==> src/rtl/cam_pkg.sv <==
// rtl/cam_pkg.sv - shared defaults, capture FSM states and RGB565 to RGB444 conversion
// Contents: H_ACTIVE_DEF / V_ACTIVE_DEF frame-size defaults, cap_state_t, rgb565_to_444()
package cam_pkg;

   localparam int H_ACTIVE_DEF = 640;
   localparam int V_ACTIVE_DEF = 480;

   typedef enum logic [1:0] {
      WAIT_VS_HI,
      WAIT_VS_LO,
      ACTIVE
   } cap_state_t;

   // OV7670 sends RGB565 high byte first: b1 = RRRRRGGG, b2 = GGGBBBBB.
   // Keep the top 4 bits of each channel.
   function automatic logic [11:0] rgb565_to_444(input logic [7:0] b1, input logic [7:0] b2);
      return {b1[7:4], b1[2:0], b2[7], b2[4:1]};
   endfunction

endpackage

==> src/rtl/cam_byte_pair.sv <==
// rtl/cam_byte_pair.sv - pairs camera bytes into RGB444 pixels
// Ports: clk, reset (async, active-high), clr (drop any half pixel), take (byte on d is valid),
//        d (registered camera byte), pix_valid (second byte of a pair taken this cycle),
//        pix (converted pixel, valid with pix_valid), phase (1 = first byte held)
module cam_byte_pair
   import cam_pkg::*;
(
   input  logic        clk,
   input  logic        reset,
   input  logic        clr,
   input  logic        take,
   input  logic [7:0]  d,
   output logic        pix_valid,
   output logic [11:0] pix,
   output logic        phase
);

   logic [7:0] b1;

   always_ff @(posedge clk or posedge reset) begin
      if (reset) begin
         phase <= 1'b0;
         b1    <= '0;
      end else if (clr) begin
         phase <= 1'b0;
      end else if (take) begin
         if (!phase) begin
            b1 <= d;
         end
         phase <= ~phase;
      end
   end

   // Combinational so the pixel can be registered at the top on the same edge.
   assign pix_valid = take & phase;
   assign pix       = rgb565_to_444(b1, d);

endmodule

==> src/rtl/simple_counter.sv <==
// rtl/simple_counter.sv - saturating up-counter with synchronous clear
// Ports: clk, reset (async, active-high), clr (sync clear), inc (count enable),
//        count (current value, holds at MAX)
module simple_counter #(
   parameter int W   = 8,
   parameter int MAX = 255
) (
   input  logic         clk,
   input  logic         reset,
   input  logic         clr,
   input  logic         inc,
   output logic [W-1:0] count
);

   localparam logic [W-1:0] CNT_MAX = W'(MAX);

   always_ff @(posedge clk or posedge reset) begin
      if (reset) begin
         count <= '0;
      end else if (clr) begin
         count <= '0;
      end else if (inc && count != CNT_MAX) begin
         count <= count + W'(1);
      end
   end

endmodule

==> src/rtl/ov7670_capture.sv <==
// rtl/ov7670_capture.sv - OV7670 VSYNC/HREF framing, pixel capture and frame-buffer writes
// Ports: clk (PCLK), reset (async, active-high), vsync, href, d (camera pins), en (capture enable),
//        we/addr/wdata (frame-buffer write, RGB444), frame_done/frame_err (end-of-frame pulses),
//        busy (capturing a frame)
module ov7670_capture
   import cam_pkg::*;
#(
   parameter int H_ACTIVE = H_ACTIVE_DEF,
   parameter int V_ACTIVE = V_ACTIVE_DEF,
   parameter int ADDR_W   = 19
) (
   input  logic              clk,
   input  logic              reset,
   input  logic              vsync,
   input  logic              href,
   input  logic [7:0]        d,
   input  logic              en,
   output logic              we,
   output logic [ADDR_W-1:0] addr,
   output logic [11:0]       wdata,
   output logic              frame_done,
   output logic              frame_err,
   output logic              busy
);

   localparam int XW = $clog2(H_ACTIVE + 1);
   localparam int YW = $clog2(V_ACTIVE + 1);
   localparam logic [XW-1:0] H_MAX = XW'(H_ACTIVE);
   localparam logic [YW-1:0] V_MAX = YW'(V_ACTIVE);

   logic       vs_r, hr_r, vs_p, hr_p;
   logic [7:0] d_r;

   always_ff @(posedge clk or posedge reset) begin
      if (reset) begin
         vs_r <= 1'b0;
         hr_r <= 1'b0;
         vs_p <= 1'b0;
         hr_p <= 1'b0;
         d_r  <= '0;
      end else begin
         vs_r <= vsync;
         hr_r <= href;
         vs_p <= vs_r;
         hr_p <= hr_r;
         d_r  <= d;
      end
   end

   logic vs_rise, vs_fall, hr_fall;
   assign vs_rise = vs_r & ~vs_p;
   assign vs_fall = ~vs_r & vs_p;
   assign hr_fall = hr_p & ~hr_r;

   cap_state_t state, state_nx;
   logic       enter_active, frame_end;

   always_ff @(posedge clk or posedge reset) begin
      if (reset) begin
         state <= WAIT_VS_HI;
      end else begin
         state <= state_nx;
      end
   end

   always_comb begin
      state_nx     = state;
      enter_active = 1'b0;
      frame_end    = 1'b0;
      case (state)
         WAIT_VS_HI: begin
            if (vs_r) state_nx = WAIT_VS_LO;
         end
         WAIT_VS_LO: begin
            if (vs_fall) begin
               if (en) begin
                  state_nx     = ACTIVE;
                  enter_active = 1'b1;
               end else begin
                  state_nx = WAIT_VS_HI;
               end
            end
         end
         ACTIVE: begin
            if (vs_rise) begin
               state_nx  = WAIT_VS_LO;
               frame_end = 1'b1;
            end
         end
         default: state_nx = WAIT_VS_HI;
      endcase
   end

   logic active, line_end, take;
   assign active   = (state == ACTIVE);
   assign line_end = active & hr_fall;
   // Frame end takes priority over a byte arriving on the same cycle.
   assign take     = active & hr_r & ~vs_rise;

   logic        pix_valid, phase;
   logic [11:0] pix;

   cam_byte_pair u_pair (
      .clk       (clk),
      .reset     (reset),
      .clr       (enter_active | line_end | frame_end),
      .take      (take),
      .d         (d_r),
      .pix_valid (pix_valid),
      .pix       (pix),
      .phase     (phase)
   );

   logic [XW-1:0] x;
   logic [YW-1:0] y;
   logic          y_inc;

   assign y_inc = line_end & (y < V_MAX);

   simple_counter #(.W(XW), .MAX(H_ACTIVE)) u_x (
      .clk   (clk),
      .reset (reset),
      .clr   (enter_active | line_end),
      .inc   (pix_valid),
      .count (x)
   );

   simple_counter #(.W(YW), .MAX(V_ACTIVE)) u_y (
      .clk   (clk),
      .reset (reset),
      .clr   (enter_active),
      .inc   (y_inc),
      .count (y)
   );

   logic              in_range, wr, err, err_nx, clean;
   logic [YW-1:0]     y_after;
   logic [ADDR_W-1:0] line_base;

   assign in_range = (x < H_MAX) && (y < V_MAX);
   assign wr       = pix_valid & in_range;
   // Line accounting on this cycle is folded in before judging a frame end on the same cycle.
   assign err_nx   = err | (pix_valid & ~in_range) | (line_end & ((x != H_MAX) | phase));
   assign y_after  = y + YW'(y_inc);
   assign clean    = (y_after == V_MAX) & ~err_nx;

   always_ff @(posedge clk or posedge reset) begin
      if (reset) begin
         err        <= 1'b0;
         line_base  <= '0;
         we         <= 1'b0;
         addr       <= '0;
         wdata      <= '0;
         frame_done <= 1'b0;
         frame_err  <= 1'b0;
         busy       <= 1'b0;
      end else begin
         if (enter_active) begin
            err       <= 1'b0;
            line_base <= '0;
         end else begin
            err <= err_nx;
            if (y_inc) line_base <= line_base + ADDR_W'(H_ACTIVE);
         end
         we <= wr;
         if (wr) begin
            addr  <= line_base + ADDR_W'(x);
            wdata <= pix;
         end
         frame_done <= frame_end & clean;
         frame_err  <= frame_end & ~clean;
         busy       <= (state_nx == ACTIVE);
      end
   end

endmodule
==> config.mk <==
export PLATFORM = sky130hd
export DESIGN_NAME = ov7670_capture
export DESIGN_NICKNAME = d
export VERILOG_FILES = /design/src/rtl/cam_pkg.sv /design/src/rtl/cam_byte_pair.sv /design/src/rtl/simple_counter.sv /design/src/rtl/ov7670_capture.sv
export SDC_FILE = /design/constraint.sdc
export NUM_CORES = 1
export LEC_CHECK = 0
export ABC_AREA = 1
export CAP_MARGIN = 20
export CORE_MARGIN = 2
export CORE_UTILIZATION = 64
export CTS_CLUSTER_DIAMETER = 150
export CTS_CLUSTER_SIZE = 28
export DETAILED_ROUTE_END_ITERATION = 10
export DONT_BUFFER_PORTS = 1
export PLACE_DENSITY = 0.91
export SYNTH_ARGS = -nofsm -noshare
export SYNTH_HDL_FRONTEND = slang
export SYNTH_HIERARCHICAL = 1
export SYNTH_SLANG_ARGS = --single-unit
export TNS_END_PERCENT = 100
==> constraint.sdc <==
create_clock -name clk -period 2.3 [get_ports clk]
set_input_delay 0.115 -clock clk [delete_from_list [all_inputs] [get_ports clk]]
set_output_delay 0.115 -clock clk [all_outputs]
set_load 0.1 [all_outputs]
==> summary.md <==
| Metric | Value |
|---|---|
| Setup CP Type | `reg -> reg` |
| Startpoint Class | `register` |
| Commonest non-fill, non-tap cells in the layout | `nand2_1 (210), dfrtp_1 (89), nand3_1 (65), nor2_1 (58), inv_1 (55)` |
| Initial antenna violation count | `0` |
| Clock sink count | `89` |
| Minimum clock period | `2150 ps` |
| Ant. Diodes | `0` |
| Clock Path Buffers | `2` |
| Max Cap Violations | `0` |
| Worst reg-to-reg setup slack | `150 ps` |
| Latest clock arrival within the worst-skew pair | `380 ps` |
| Fraction of the mapped netlist area in compound gates | `4.47%` |
| Global-route usage over all layers | `27.7%` |
| Core area | `7180 um^2` |
| Leak | `2.84 nW` |
| Worst Setup SP | `hr_r` |
| Routed Antenna Nets | `0` |
| Post-Syn Area | `4670 um^2` |
| CP endpoint kind | `register` |
| Num rows | `31` |
| Mux cell area share after synthesis | `0%` |
| Vias in the first global route | `3,950` |
| Final Max Slew Viols | `0` |
| Peak VDD IR | `0.645 mV` |
| Fin util | `74.4%` |
| Crit Path Max Fanout | `11` |
| Die area | `roughly 8000 um^2` |
| First-pass GRT wire length | `between 15 and 20 mm` |
| Crit-path slowest cell | `dfrtp_1` |
| Clock skew | `17.6 ps` |
| CTS tree | `built` |
| Crit path buf inv count | `3` |
| Port Buffers | `0` |
| Via density | `5.41` |
| Cell family with the largest share of critical-path delay | `simple AND/OR/NAND/NOR gates` |
| Final Hold Vio Count | `0` |
| Status | `finished, final reports clean` |
| Clk pin slew, worst setup/hold paths | `around 100 ps` |
| Detailed Place HPWL | `7.38 mm` |
| Layout area overhead | `14.2%` |
| Power Dens Cells | `744 nW/um^2` |
| Fmax | `465 MHz` |
| Share of post-route cells with drive strength above 1 | `13.9%` |
| Simple-gate area share of the yosys netlist | `34.4%` |
| Post-synthesis xor/xnor area fraction | `2.25%` |
| FF-to-FF Start | `hr_r` |
| Synth Instances | `roughly 600` |
| Net Count, Synth | `627` |
| Setup tns final | `0 ps` |
| Ys Warns | `6` |
| Arrival time at the worst endpoint | `between 2000 and 2500 ps` |
| Period utilisation layout | `~93%` |
| Pin count of the biggest net entering global routing | `40` |
| Yosys cell types | `35` |
| Largest family of logic cells by synthesized area | `simple AND/OR/NAND/NOR gates` |
| Final wirelength | `10.6 mm` |
| CTS H-tree lvls | `3` |
| Seq/Total Area, Yosys | `between 40 and 50%` |
| Starting Density | `65.1%` |
| Post-synthesis area per instance | `7.75 um^2` |
| Die height | `just under 90 um` |
| Die width | `about 89 um` |
| Ports | `48` |
| Initial DRT Pass Iterations | `5` |
| Slew at the pin with the worst max-slew slack | `918 ps` |
| Min-delay worst type | `in -> reg` |
| Max incr delay on CP | `a little over 400 ps` |
| Residual DRC | `0` |
| Post-synthesis adder-cell area fraction | `2.94%` |
| Root buffer cell | `clkbuf_8` |
| Total gr overflow | `0` |
| Synth Register Bits | `89` |
| Setup violators final | `0` |
| Vias | `4,109` |
| CTS buffer count | `9` |
| HP Start | `en` |
| Most common cell after layout, fill and taps aside | `nand2_1` |
| RD Place Congestion | `0.928` |
| Detailed Route Iter0 Violations | `330` |
| CP Cell Sequence | `inv_2 > nand2_1 > nor2_4 > nand2_4 > inv_8 > ha_4 > ha_2 > nor2_1 > nand3_1 > nor2_1 > nand2_1 > nor2_1 > nand3_1 > nand2_1 > inv_1` |
| Worst EP required | `between 2000 and 3000 ps` |
| Wire length per cell | `14.0 um` |
| Nets | `679` |
| Slew headroom | `38.8%` |
==> per-layer routing <==
| layer | routed length [um] | global-route usage (%) | vias up | share of wire (%) |
|---|---|---|---|---|
| li1 | - | - | 2006 | - |
| met1 | 4390 | 34.1 | 1923 | 41 |
| met2 | 5360 | 48.4 | 151 | 51 |
| met3 | 656 | 4.80 | 29 | 6.2 |
| met4 | 205 | 11.4 | 0 | 1.9 |
| met5 | 0 | 0 | - | 0 |
==> report_power, final <==
group          switching [mW]  leakage (nW)  internal, mW
logic                   0.750          1.59         0.254
clock network           0.650         0.103         0.434
registers               0.159          1.15          1.73
total                    1.56          2.84          2.42
==> final timing paths <==
check / end / cells past startpoint
max reg2reg: frame_err / 15
max: frame_err / 15
min: state[1] / 2
max in group asynchronous: addr[10] / 3
min in group asynchronous: u_pair/b1[0] / 2
min reg2reg: wdata[2] / 2
==> registers in the layout, summed over array words and instances (netlist names) <==
signal	cells
addr	19
line_base	12
wdata	12
u_x/count	10
u_y/count	9
d_r	8
u_pair/b1	7
state	2
busy	1
err	1
frame_done	1
frame_err	1
hr_p	1
hr_r	1
u_pair/phase	1
vs_p	1
vs_r	1
we	1
==> repair_timing <==
| item | CTS | global route |
|---|---|---|
| hold endpoints to repair | 74 | 0 |
| setup endpoints to repair | 0 | 2 |
| hold buffers | 11 | 0 |
| setup buffers | 0 | 6 |
| resized for setup | 0 | 7 |
==> cell type report <==
| type | count | area (um^2) |
|---|---|---|
| inverter | 64 | 253 |
| timing repair buffer | 56 | 448 |
| sequential | 89 | 2230 |
| tap | 99 | 124 |
| clock buffer | 9 | 124 |
| multi-input combinational | 435 | 2090 |
| clock inverter | 7 | 76.3 |
| fill | 502 | 1840 |
==> synthesized netlist by cell type <==
cell	number	area share (%)
ha_1	11	2.9
xor2_1	10	1.9
nand3b_1	1	0.16
xnor2_1	2	0.37
nand2_1	211	17
nand3_2	1	0.21
buf_6	5	1.2
nor2_1	58	4.7
nand4_1	12	1.6
or2_2	1	0.13
o21bai_1	2	0.32
o21ai_0	12	1.3
buf_4	7	1.1
clkbuf_1	1	0.080
nand2_4	4	0.96
a21oi_1	12	1.3
nand3_1	65	7.0
nor2_4	2	0.48
nand2_2	3	0.40
inv_6	2	0.37
inv_1	57	4.6
dfrtp_1	89	48
o21ai_4	1	0.35
clkinv_1	1	0.080
nor2_2	7	0.94
nor4_1	1	0.13
clkbuf_8	1	0.29
nor3_1	8	0.86
a21oi_2	1	0.19
buf_2	1	0.11
inv_2	4	0.32
o211ai_1	1	0.16
a31oi_1	1	0.13
conb_1	1	0.080
o21ai_1	7	0.75
==> cells by family after synthesis <==
logic type / after synthesis
adder cells (fa/ha/maj): 11
buffers and inverters: 79
flip-flops: 89
AND/OR/NAND/NOR: 374
AO/OA/AOI/OAI: 37
XOR/XNOR: 12
other: 1
==> per-stage QoR <==
step	setup WS, ps	cells	hold slack [ps]	total power [mW]	cell area [um^2]
2_1_floorplan	311	603	-69.3	2.64	4670
3_3_place_gp	244	726	-43.9	2.82	4960
3_5_place_dp	108	726	-26.9	2.87	4960
4_1_cts	40.7	753	201	3.95	5270
5_1_grt	-7.46	759	273	4.14	5340
6_report	152	759	208	3.97	5340
No activity file was read; power rests on OpenSTA's default activity.
